$ cat config.mk
export PLATFORM = sky130hd
export DESIGN_NAME = uart_tx_fifo
export DESIGN_NICKNAME = d
export VERILOG_FILES = /design/src/rtl/uart_tx_fifo.sv
export SDC_FILE = /design/constraint.sdc
export NUM_CORES = 1
export LEC_CHECK = 0
export CAP_MARGIN = 20
export CORE_UTILIZATION = 52
export DETAILED_ROUTE_END_ITERATION = 7
export PLACE_DENSITY = 0.75
export SLEW_MARGIN = 25
export SYNTH_ARGS = -nofsm -noshare
export SYNTH_HDL_FRONTEND = slang
export SYNTH_SLANG_ARGS = --single-unit
$ cat constraint.sdc
create_clock -name clk -period 2.9 [get_ports clk]
set_clock_uncertainty 0.15 [all_clocks]
set_input_delay 0.58 -clock clk [delete_from_list [all_inputs] [get_ports clk]]
set_output_delay 0.58 -clock clk [all_outputs]
set_load 0.01 [all_outputs]
$ cat src/rtl/uart_tx_fifo.sv
// Buffered UART transmitter: valid/ready words enter a small FIFO and leave
// LSB-first as start / data / optional parity / stop frames on a registered line.
module uart_tx_fifo #(
    parameter int CLKS_PER_BIT = 868,
    parameter int DATA_WIDTH   = 8,
    parameter int PARITY       = 0,
    parameter int STOP_BITS    = 1,
    parameter int FIFO_DEPTH   = 4
) (
    input  logic                          clk,
    input  logic                          rst,
    input  logic                          axiiv,
    input  logic [DATA_WIDTH-1:0]         axiid,
    output logic                          axiir,
    output logic                          axiod,
    output logic                          busy,
    output logic                          done,
    output logic [$clog2(FIFO_DEPTH):0]   fifo_count
);

    localparam int PTR_W = $clog2(FIFO_DEPTH);
    localparam int CNT_W = $clog2(CLKS_PER_BIT);
    localparam int IDX_W = $clog2(DATA_WIDTH + 1);

    if (PARITY < 0 || PARITY > 2) begin : g_bad_parity
        $error("uart_tx_fifo: PARITY must be 0 (none), 1 (odd) or 2 (even)");
    end
    if (STOP_BITS != 1 && STOP_BITS != 2) begin : g_bad_stop
        $error("uart_tx_fifo: STOP_BITS must be 1 or 2");
    end
    if (CLKS_PER_BIT < 2) begin : g_bad_baud
        $error("uart_tx_fifo: CLKS_PER_BIT must be >= 2");
    end
    if (DATA_WIDTH < 5 || DATA_WIDTH > 9) begin : g_bad_width
        $error("uart_tx_fifo: DATA_WIDTH must be 5..9");
    end
    if (FIFO_DEPTH < 2 || (FIFO_DEPTH & (FIFO_DEPTH - 1)) != 0) begin : g_bad_depth
        $error("uart_tx_fifo: FIFO_DEPTH must be a power of 2, >= 2");
    end

    typedef enum logic [2:0] {
        ST_IDLE,
        ST_START,
        ST_DATA,
        ST_PARITY,
        ST_STOP
    } state_t;

    // ---------------- input FIFO ----------------
    logic [DATA_WIDTH-1:0] mem [FIFO_DEPTH];
    logic [PTR_W-1:0]      wr_ptr;
    logic [PTR_W-1:0]      rd_ptr;
    logic                  push;
    logic                  pop;
    logic [DATA_WIDTH-1:0] head;
    logic                  head_par;

    // Ready comes from the registered count, so a pop in the same cycle never frees a slot early.
    assign axiir    = (fifo_count != (PTR_W + 1)'(FIFO_DEPTH));
    assign push     = axiiv && axiir;
    assign head     = mem[rd_ptr];
    assign head_par = (^head) ^ (PARITY == 1);

    // NOTE: sequential state uses non-blocking (<=) so every flop samples pre-edge values.
    always_ff @(posedge clk) begin
        if (rst) begin
            wr_ptr     <= '0;
            rd_ptr     <= '0;
            fifo_count <= '0;
        end else begin
            if (push) wr_ptr <= wr_ptr + 1'b1;
            if (pop)  rd_ptr <= rd_ptr + 1'b1;
            case ({push, pop})
                2'b10:   fifo_count <= fifo_count + 1'b1;
                2'b01:   fifo_count <= fifo_count - 1'b1;
                default: fifo_count <= fifo_count;
            endcase
        end
    end

    // NOTE: storage is left unreset; the cleared pointers and count make stale entries unreachable.
    always_ff @(posedge clk) begin
        if (push) mem[wr_ptr] <= axiid;
    end

    // ---------------- serializer FSM ----------------
    state_t                state_q, state_d;
    logic [CNT_W-1:0]      baud_q, baud_d;
    logic [IDX_W-1:0]      idx_q, idx_d;
    logic [DATA_WIDTH-1:0] shift_q, shift_d;
    logic                  par_q, par_d;
    logic                  line_d;
    logic                  baud_term;
    logic                  frame_end;

    assign baud_term = (baud_q == CNT_W'(CLKS_PER_BIT - 1));

    always_ff @(posedge clk) begin
        if (rst) begin
            state_q <= ST_IDLE;
            baud_q  <= '0;
            idx_q   <= '0;
            shift_q <= '0;
            par_q   <= 1'b0;
            axiod   <= 1'b1;
        end else begin
            state_q <= state_d;
            baud_q  <= baud_d;
            idx_q   <= idx_d;
            shift_q <= shift_d;
            par_q   <= par_d;
            axiod   <= line_d;
        end
    end

    // NOTE: every output of this block gets a default first, so no path can infer a latch.
    always_comb begin
        state_d   = state_q;
        baud_d    = baud_q;
        idx_d     = idx_q;
        shift_d   = shift_q;
        par_d     = par_q;
        line_d    = 1'b1;
        pop       = 1'b0;
        frame_end = 1'b0;

        if (state_q != ST_IDLE) baud_d = baud_term ? '0 : baud_q + 1'b1;

        case (state_q)
            ST_IDLE: begin
                baud_d = '0;
                if (fifo_count != '0) begin
                    pop     = 1'b1;
                    shift_d = head;
                    par_d   = head_par;
                    state_d = ST_START;
                    line_d  = 1'b0;
                end
            end
            ST_START: begin
                line_d = 1'b0;
                if (baud_term) begin
                    state_d = ST_DATA;
                    idx_d   = '0;
                    line_d  = shift_q[0];
                end
            end
            ST_DATA: begin
                line_d = shift_q[0];
                if (baud_term) begin
                    if (idx_q == IDX_W'(DATA_WIDTH - 1)) begin
                        idx_d = '0;
                        if (PARITY != 0) begin
                            state_d = ST_PARITY;
                            line_d  = par_q;
                        end else begin
                            state_d = ST_STOP;
                            line_d  = 1'b1;
                        end
                    end else begin
                        shift_d = shift_q >> 1;
                        idx_d   = idx_q + 1'b1;
                        line_d  = shift_q[1];
                    end
                end
            end
            ST_PARITY: begin
                line_d = par_q;
                if (baud_term) begin
                    state_d = ST_STOP;
                    idx_d   = '0;
                    line_d  = 1'b1;
                end
            end
            ST_STOP: begin
                line_d = 1'b1;
                if (baud_term) begin
                    if (idx_q == IDX_W'(STOP_BITS - 1)) begin
                        frame_end = 1'b1;
                        // Chain straight into the next start bit when a word is waiting.
                        if (fifo_count != '0) begin
                            pop     = 1'b1;
                            shift_d = head;
                            par_d   = head_par;
                            state_d = ST_START;
                            line_d  = 1'b0;
                        end else begin
                            state_d = ST_IDLE;
                        end
                    end else begin
                        idx_d = idx_q + 1'b1;
                    end
                end
            end
            default: state_d = ST_IDLE;
        endcase
    end

    assign busy = (state_q != ST_IDLE);
    assign done = frame_end & ~rst;

endmodule

## After elaboration in Yosys (flattened, before gate mapping)

Memories as Yosys holds them, arrays and structs flattened. A register that Yosys moved wholly into a read port is not among the register bits.
Cells that the tools add are included.

- Order comparisons: 0
- Mux-type cells: 46
- $mul: 0
- Bitwise operators: 2
- Divide/modulo/power cells: 0
- $add $sub $neg: 6
- Shifts and indexed selects: 0
- Eq/ne operators: 19
- Reductions and logical operators: 16

Operators with widths:

| operator | number |
|---|---|
| 8-bit two-way mux | 5 |
| 8-bit one-hot mux with 3 select lines | 1 |
| 3-bit two-way mux | 7 |
| 4-bit two-way mux | 5 |
| 1-bit two-way mux | 19 |
| 2-bit inequality test, second input constant | 9 |
| 3-bit one-hot mux with 5 select lines | 1 |
| 4-bit one-hot mux with 3 select lines | 1 |
| 3-bit nonzero test | 4 |
| 10-bit by 1-bit adder with 10-bit output, second input constant | 1 |
| 10-bit == test, second input constant | 1 |
| 10-bit two-way mux | 1 |
| 5-bit AND reduction | 2 |
| 8-bit XOR reduction | 1 |
| 7-bit AND reduction | 1 |
| 3-bit by 2-bit == test with 1-bit output, second input constant | 2 |
| 3-bit one-hot mux with 2 select lines | 1 |
| 1-bit one-hot mux with 5 select lines | 1 |
| 2-bit by 1-bit adder with 2-bit output, second input constant | 2 |
| 4-bit by 1-bit adder with 4-bit output, second input constant | 1 |
| 4-bit by 3-bit == test with 1-bit output, second input constant | 1 |
| 4-bit logical NOT | 1 |
| 2-bit two-way mux | 2 |
| 1-bit one-hot mux with 2 select lines | 2 |
| 15 further kinds | 17 |

- Word-level logic and storage cells: 99
- Bits in registers: 34
- Bits of input ports: 11
- Memories kept: 1
- Bits in read-only memories: 0
- Bits in latches: 0
- RAM bits: 32
- Output and inout port bits: 7

Memories:

| memory | words | bits a word | rd ports | clocked after Yosys merged registers in | write ports | line | RTL |
|---|---|---|---|---|---|---|---|
| mem | 4 | 8 | 1 | 1 | 1 | 50 | `logic [DATA_WIDTH-1:0] mem [FIFO_DEPTH];` |

## Logic depth before layout (Yosys ltp)

Gate-level depths: netlist (run 1).

- Depth after elaboration: 7
- Gate-level depth with buffers: 11
- Gate-level depth less buffers: 11

## Worst setup path before layout (run 1)

OpenSTA, ideal clock, no wires.

- Path type: register to register
- Start: reg idx_q[0]
- End: reg fifo_count[2]
- Setup time: 0.071 ns
- Period minus slack after synthesis: 2.749 ns
- Slack: 0.151 ns
- Arrival time: 2.529 ns
- Path buffers: 0
- Cell stages (with the launch flop): 12
- Required time: 2.679 ns
- Path through: dfxtp_1 -> inv_1 -> ha_1 -> nor3b_1 -> nand4_2 -> a21oi_2 -> ha_1 -> inv_1 -> fa_1 -> xor2_1 -> or3_1 -> a21oi_1

- Cells in the longest elaborated chain, start to end: 6
- Elaborated cells on any way between the ends: 8
- Those cells by class: eq/ne (2); mux (4); reduce/logical (2)

RTL lines:

| what | line | RTL |
|---|---|---|
| start, declared | 89 | `logic [IDX_W-1:0] idx_q, idx_d;` |
| start signal, assigned | 109 | `idx_q <= idx_d;` |
| 4-bit logical NOT (*) | 178 | `if (idx_q == IDX_W'(STOP_BITS - 1)) begin` |
| 1-bit two-way mux (*) | 178 |  |
| 1-bit two-way mux (*) | 177 | `if (baud_term) begin` |
| 1-bit one-hot mux with 2 select lines (*) | 129 | `case (state_q)` |
| named net pop | 54 | `logic pop;` |
| 2-bit by 1-bit == test with 1-bit output / 2-bit == test (equally long branches) | 73 | `case ({push, pop})` |
| 3-bit one-hot mux with 2 select lines / 2-bit nonzero test (equally long branches) | -- |  |
| end signal, assigned | 74 | `2'b10: fifo_count <= fifo_count + 1'b1;` |
| end signal, assigned | 75 | `2'b01: fifo_count <= fifo_count - 1'b1;` |
| end signal, assigned | 76 | `default: fifo_count <= fifo_count;` |
| end, declared | 18 | `output logic [$clog2(FIFO_DEPTH):0] fifo_count` |

The timed path passes the listed nets; every way through them passes the cells marked *.
A chain may end at the register's enable or synchronous reset.

## Final worst setup path (run 1)

- Start: reg baud_q[1]
- End: reg fifo_count[2]

- Cells in the longest elaborated chain, start to end: 5
- Elaborated cells on any way between the ends: 7
- Those cells by class: eq/ne (3); mux (3); reduce/logical (1)

RTL lines:

| what | line | RTL |
|---|---|---|
| start, declared | 88 | `logic [CNT_W-1:0] baud_q, baud_d;` |
| start signal, assigned | 108 | `baud_q <= baud_d;` |
| 10-bit == test (*) | 96 | `assign baud_term = (baud_q == CNT_W'(CLKS_PER_BIT - 1));` |
| 1-bit two-way mux (*) | 177 |  |
| 1-bit one-hot mux with 2 select lines (*) | 129 |  |
| named net pop | 54 |  |
| 2-bit by 1-bit == test with 1-bit output / 2-bit == test (equally long branches) | 73 |  |
| 3-bit one-hot mux with 2 select lines / 2-bit nonzero test (equally long branches) | -- |  |

Marks and branches as above.

==> flow_summary_export.csv, run 1 <==
group,metric,value,unit
worst_setup_path,crit_start,"baud_q[1]",
synthesis,muxShareOfSynthArea,0.0834,
min_path,holdPathStages,1,
synthesis,synth_fp_nets,283,
global_route,track_usage,0.195,
die,rows,27,
drt,post_drt_wl_per_cell,14.7,um
synthesis,syn_area,0.00312,mm2
synthesis,synth_fa_ha_area_frac,0.0385,
synthesis,synth.area.top_cells,"edfxtp_1 31%, dfxtp_1 23%, mux4_2 5.8%, xnor2_1 3.7%, nor2_1 3.4%",
layout,fin_nets,308,
drt,vias_per_cell,5.52,
drt,final_antenna_net_count,0,
synthesis,synth_top_area_frac,0.308,
synthesis,synth.distinct_cells,51,
placement,dp_slack,0.129,ns
cts,clock-sinks,68,
worst_setup_path,slowest_delay,0.38,ns
drt,first_pass_iters,4,
synthesis,avgSynthCellArea,11.9,um2
synthesis,synth-simple-area-share,0.166,
layout,area_delta_synth_final,15.3,%
worst_setup_path,cp_num_cells,10,
synthesis,postSynthCellCount,263,
timing,slew_headroom,0.645,
synthesis,synthTopCellsByCount,"36 x dfxtp_1, 32 x edfxtp_1, 28 x nor2_1",
worst_setup_path,worst_setup_path_start_kind,"flop",
global_route,grt_pass1_vias,2027,
timing,period_minus_slack,2.68,ns
timing,fmax,0.374,GHz
die,dieArea,0.00631,mm2
worst_setup_path,crit_fanout,3,
placement,port_buffers,17,
power_and_ir_drop,power.density,844,mW/mm2
power_and_ir_drop,p_clk_frac,0.253,
synthesis,yosysWarningCount,0,
global_route,gr-total-overflow,0,
worst_setup_path,worst-setup-path-type,"reg2reg",
synthesis,synth-edff-count,32,
drt,drt-initial-drc-count,69,
timing,rsz0062_at_grt,"no",
global_route,grt_max_degree,29,
status,status,"finished, final reports clean",
cts,cts.clk_slew.worst_paths,0.08,ns
worst_setup_path,crit_path_end_kind,"flop",
layout,design_area,0.00360,mm2
synthesis,yosys.area.top_type,"edfxtp_1",
cts,clkLatencyLatePin,0.34,ns
die,fp.dieW,79.5,um
die,start_util,0.553,
cts,cts_buffers,9,
layout,antennaDiodeCount,0,
drt,vias,2014,
worst_setup_path,worst-path-buf-inv,1,
timing,slew_viol_final,0,
min_path,min_from,"baud_q[0]",
cts,root_buffer,"clkbuf_8",
timing,finalWorstSetupSlack,0.224,ns
synthesis,synth_top_family_by_area,"simple AND/OR/NAND/NOR gates",
worst_setup_path,critPathRequiredTime,3.03,ns
worst_setup_path,crit_chain,"ha_2 > nor4b_4 > nand4_2 > a21oi_2 > ha_1 > inv_1 > fa_1 > xor2_1 > or3_1 > a21oi_1",
timing,post-route-period-util,0.923,
drt,drc,0,
worst_setup_path,cpMaxStageDelayCell,"fa_1",
min_path,hp-class,"reg2reg",
power_and_ir_drop,power_frac_seq,0.424,
drt,wirelength,5.36,mm
cts,cts_buffer_depth,2,
worst_setup_path,cp_data_arrival_time,2.80,ns
power_and_ir_drop,peakVddDrop,0.555,mV
timing,setup-tns-final,0,ns
global_route,grt_pass1_wl,9.20,mm
layout,seq_area,0.00168,mm2
power_and_ir_drop,cellInternalPower,2.06,mW
synthesis,async_flop_share,0,
cts,h-tree-depth,3,
job,cap_viol_max_count,0,
power_and_ir_drop,leakage,1.25,nW
layout,fillers,462,
cts,cts_tree,"built",
placement,gp_congestion,0.746,
layout,post-route-util,0.637,
synthesis,seq_area_frac_synth,0.539,
power_and_ir_drop,p_sw_frac,0.321,
timing,tightest_slew,0.531,ns
synthesis,synth-xor-area-share,0.0505,
timing,finalSetupViolations,0,
worst_setup_path,rr_worst_depth,10,
die,die_y,79.5,um
synthesis,synth_most_common_cell,"dfxtp_1",
synthesis,synth_seq_cells,68,
power_and_ir_drop,combPwrFrac,0.323,
layout,multi_input_area,0.00134,mm2
worst_setup_path,cp_top_family,"adder cells",
synthesis,synth_compound_area_frac,0.0895,
timing,hold_viol,0,
die,pin_count,18,
worst_setup_path,reg2reg_from,"baud_q[1]",
placement,hpwl,3.70,mm
die,core,0.00564,mm2
placement,place_area,0.00339,mm2
power_and_ir_drop,power.net_switching,976,uW
layout,drive_gt1_frac,0.164,
synthesis,ys.flop_type,"dfxtp_1",
global_route,antenna_found_initial,0,
-- area by class of cell --
cell class	instances	share of cell area
repair buffers	26	0.0668
clock inverters	7	0.0209
multi-input cells	172	0.373
inverters	11	0.0115
clock buffers	9	0.0344
flip-flops and latches	68	0.468
well taps	72	0.0251
-- worst paths after layout --
| check | end | slack (ns) |
|---|---|---|
| max reg2reg | fifo_count[2] | 0.22 |
| min reg2reg | baud_q[0] | 0.28 |
| min | baud_q[0] | 0.28 |
| max | fifo_count[2] | 0.22 |
-- cells by family after synthesis --
kind of cell,Yosys count
compound gates,38
xor+xnor,18
fa+ha+maj,9
buf+inv,23
flops,68
mux,16
simple gates,91
-- worst reg2reg max path, stage by stage, from the launching register on --
cell and delay (ns):
dfxtp_1 0.37, ha_2 0.21, nor4b_4 0.27, nand4_2 0.18, a21oi_2 0.19, ha_1 0.20, inv_1 0.06, fa_1 0.38
xor2_1 0.15, or3_1 0.30, a21oi_1 0.14
-- repair_timing --
item / CTS / global route
endpoints found under the setup margin: 0 / 2
gates resized for setup: 0 / 4
setup buffers: 0 / 0
hold buffers: 0 / 0
-- cell usage in the layout, fill, tap and decap left out, types with 5 or more instances in the layout --
| cell type | netlist | layout |
|---|---|---|
| dfxtp_1 | 36 | 35 |
| edfxtp_1 | 32 | 32 |
| nor2_1 | 28 | 28 |
| clkdlybuf4s50_1 | 0 | 16 |
| a21oi_1 | 14 | 14 |
| xnor2_1 | 13 | 13 |
| nand2_1 | 11 | 11 |
| inv_1 | 11 | 11 |
| nor3_1 | 9 | 9 |
| clkbuf_8 | 0 | 9 |
| buf_4 | 1 | 9 |
| mux4_2 | 8 | 8 |
| mux2i_1 | 8 | 8 |
| ha_1 | 8 | 7 |
| nand3_1 | 5 | 5 |
| and3_1 | 5 | 5 |
| a211oi_1 | 5 | 5 |
| xor2_1 | 5 | 5 |
| nand2b_1 | 5 | 5 |
-- through the flow --
stage	cells	total power [mW]	hold slack [ns]
final	365	3.03	0.285
after global routing	365	3.24	0.297
after CTS	365	3.07	0.319
after detailed placement	349	2.30	0.302
after global placement	349	2.27	0.294
after floorplan	263	2.06	0.280
-- state kept, by name (all words and copies together) (netlist names), named ones only --
register,cells
axiod,1
baud_q,10
fifo_count,3
idx_q,4
mem,32
par_q,1
rd_ptr,2
shift_q,8
state_q,3
wr_ptr,2
-- power by group through the flow --
stage	logic, mW	clock network [mW]	registers [mW]
final	0.980	0.768	1.29
after global routing	1.10	0.827	1.32
after CTS	0.994	0.785	1.29
after detailed placement	0.990	0	1.31
after global placement	0.964	0	1.30
after floorplan	0.806	0	1.25
-- metal layers --
layer / part of all wire / up-vias / wire [um] / GRT usage
met4: 0.016 / 0 / 87 / 0.0818
li1: - / 998 / - / -
met2: 0.49 / 34 / 2650 / 0.331
met5: 0 / - / 0 / 0
met3: 0.044 / 10 / 238 / 0.0709
met1: 0.44 / 972 / 2380 / 0.221
(Power assumes the default switching activity.)
==> run 2: changes to the inputs <==
- CORE_MARGIN: default -> 2
==> run 2 against run 1 <==
  * Clock power increased by 11%
  * Register-to-register slack got worse by 0.07 ns
  * Clock-buffer cell count increased by 1
  * Sequential power about the same
  * Largest power group unchanged
  * Die area increased by 5.1%
  * Critical endpoint unchanged
==> flow_summary_export.csv, run 2 (synthesis results as in run 1) <==
group,metric,value,unit
global_route,grt_max_degree,29,
min_path,min_from,"baud_q[0]",
layout,mostFrequentLayoutCell,"dfxtp_1",
cts,cts.clk_slew.worst_paths,0.07,ns
worst_setup_path,rr_worst_depth,11,
layout,area_delta_synth_final,16.0,%
timing,setup-tns-final,0,ns
drt,dr.max_layer_used,"met4",
timing,fmax,0.364,GHz
timing,period_minus_slack,2.75,ns
global_route,gr-total-overflow,0,
min_path,holdPathStages,1,
cts,cts_buffer_depth,2,
worst_setup_path,reg2reg_from,"baud_q[1]",
die,core,0.00585,mm2
global_route,grt_pass1_vias,1922,
cts,root_buffer,"clkbuf_8",
worst_setup_path,critPathRequiredTime,3.03,ns
layout,final_cell_mix,"35 x dfxtp_1, 32 x edfxtp_1, 28 x nor2_1",
global_route,track_usage,0.180,
die,start_util,0.533,
drt,met1_length,2.49,mm
worst_setup_path,worst_setup_path_start_kind,"flop",
layout,fin_nets,308,
power_and_ir_drop,peakVddDrop,0.497,mV
worst_setup_path,r2r_slack,0.15,ns
cts,h-tree-depth,3,
timing,hold_viol,0,
placement,gp_congestion,0.775,
worst_setup_path,worst-setup-path-type,"reg2reg",
die,dieArea,0.00663,mm2
min_path,min_to,"baud_q[0]",
layout,regMostFlops,"mem",
die,die_y,81.5,um
timing,tightest_slew,0.523,ns
worst_setup_path,rr_endpoint,"fifo_count[2]",
drt,wirelength,5.37,mm
timing,hold_ws,0.283,ns
drt,wl_met3,154,um
worst_setup_path,crit_fanout,3,
power_and_ir_drop,leakage,1.27,nW
drt,first_pass_iters,4,
drt,vias,2007,
timing,slew_headroom,0.651,
drt,drc,0,
timing,finalSetupViolations,0,
job,cap_viol_max_count,0,
cts,clock-sinks,68,
cts,cts_tree,"built",
drt,met2WireLength,2.62,mm
min_path,hp-class,"reg2reg",
die,fp.dieW,81.5,um
power_and_ir_drop,finalPower,3.12,mW
drt,post_drt_wl_per_cell,14.6,um
worst_setup_path,cp_data_arrival_time,2.87,ns
global_route,grt_pass1_wl,8.88,mm
timing,slew_viol_final,0,
cts,ctsHoldBuffers,0,
power_and_ir_drop,power.density,862,mW/mm2
cts,clkLatencyLatePin,0.35,ns
layout,largest_register_ffs,32,
worst_setup_path,crit_path_end_kind,"flop",
status,status,"finished, final reports clean",
global_route,antenna_found_initial,0,
drt,vias_per_cell,5.45,
die,rows,28,
timing,rsz0062_at_grt,"no",
placement,hpwl,3.68,mm
placement,port_buffers,17,
layout,drive_gt1_frac,0.160,
die,pin_count,18,
drt,drt-initial-drc-count,85,
drt,final_antenna_net_count,0,
layout,top_regs,"mem (32), baud_q (10), shift_q (8)",
cts,cts_buffers,9,
layout,antennaDiodeCount,0,
timing,post-route-period-util,0.947,
[run 2: cell count changes in the layout (fill, tap and decap cells not counted), sizes merged]
| cell | previous run | this run |
|---|---|---|
| clkbuf | 9 | 10 |
| clkinv | 2 | 1 |
| bufinv | 1 | 2 |
| clkinvlp | 3 | 2 |
[run 2: repair_timing]
action,in CTS,in global routing
resized for setup,0,4
setup endpoints to repair,0,3
setup buffers,0,1
[run 2: power breakdown]
group	internal [mW]	total, mW	switching [mW]
Combinational	0.493	0.973	0.480
Sequential	1.16	1.29	0.130
Clock	0.486	0.855	0.369
Total	2.14	3.12	0.979
[run 2: stage by stage]
| step | cell area (um2) | utilization | setup slack [ns] | instances |
|---|---|---|---|---|
| 2_1_floorplan | 3120 | - | 0.151 | 263 |
| 3_3_place_gp | 3380 | 0.578 | 0.211 | 351 |
| 3_5_place_dp | 3380 | 0.578 | 0.135 | 351 |
| 4_1_cts | 3600 | 0.615 | 0.0348 | 367 |
| 5_1_grt | 3620 | 0.619 | 0.0209 | 368 |
| 6_report | 3620 | 0.619 | 0.154 | 368 |
[run 2: critical path, stage by stage, from the launching register on]
cell	delay [ns]
dfxtp_1	0.36
ha_1	0.20
nor4b_4	0.25
buf_4	0.16
nand4_2	0.13
a21oi_2	0.19
ha_1	0.20
inv_1	0.06
fa_1	0.38
xor2_1	0.16
or3_1	0.30
a21oi_1	0.14
[run 2: layout make-up]
cell class                 instances  area [um2]
clock buffer                      10         128
clock inverter                     6        88.8
fill                             460        2230
inverter                          11        41.3
multi-input combinational        172        1350
sequential                        68        1680
tap                               75        93.8
timing repair buffer              26         240
[run 2: worst max path at each step]
| stage | start | endpoint | depth (start not counted) |
|---|---|---|---|
| floorplan | idx_q[0] | fifo_count[2] | 11 |
| global placement | axiiv | fifo_count[2] | 9 |
| detailed placement | axiiv | fifo_count[2] | 9 |
| CTS | baud_q[0] | done | 5 |
| global route | baud_q[1] | fifo_count[2] | 11 |
| finish | baud_q[1] | fifo_count[2] | 11 |
[run 2: metal layers]
metal | vias up | global-route usage
met2 | 26 | 0.291
met3 | 10 | 0.0396
li1 | 1004 | -
met4 | 0 | 0.0915
met5 | - | 0
met1 | 967 | 0.229
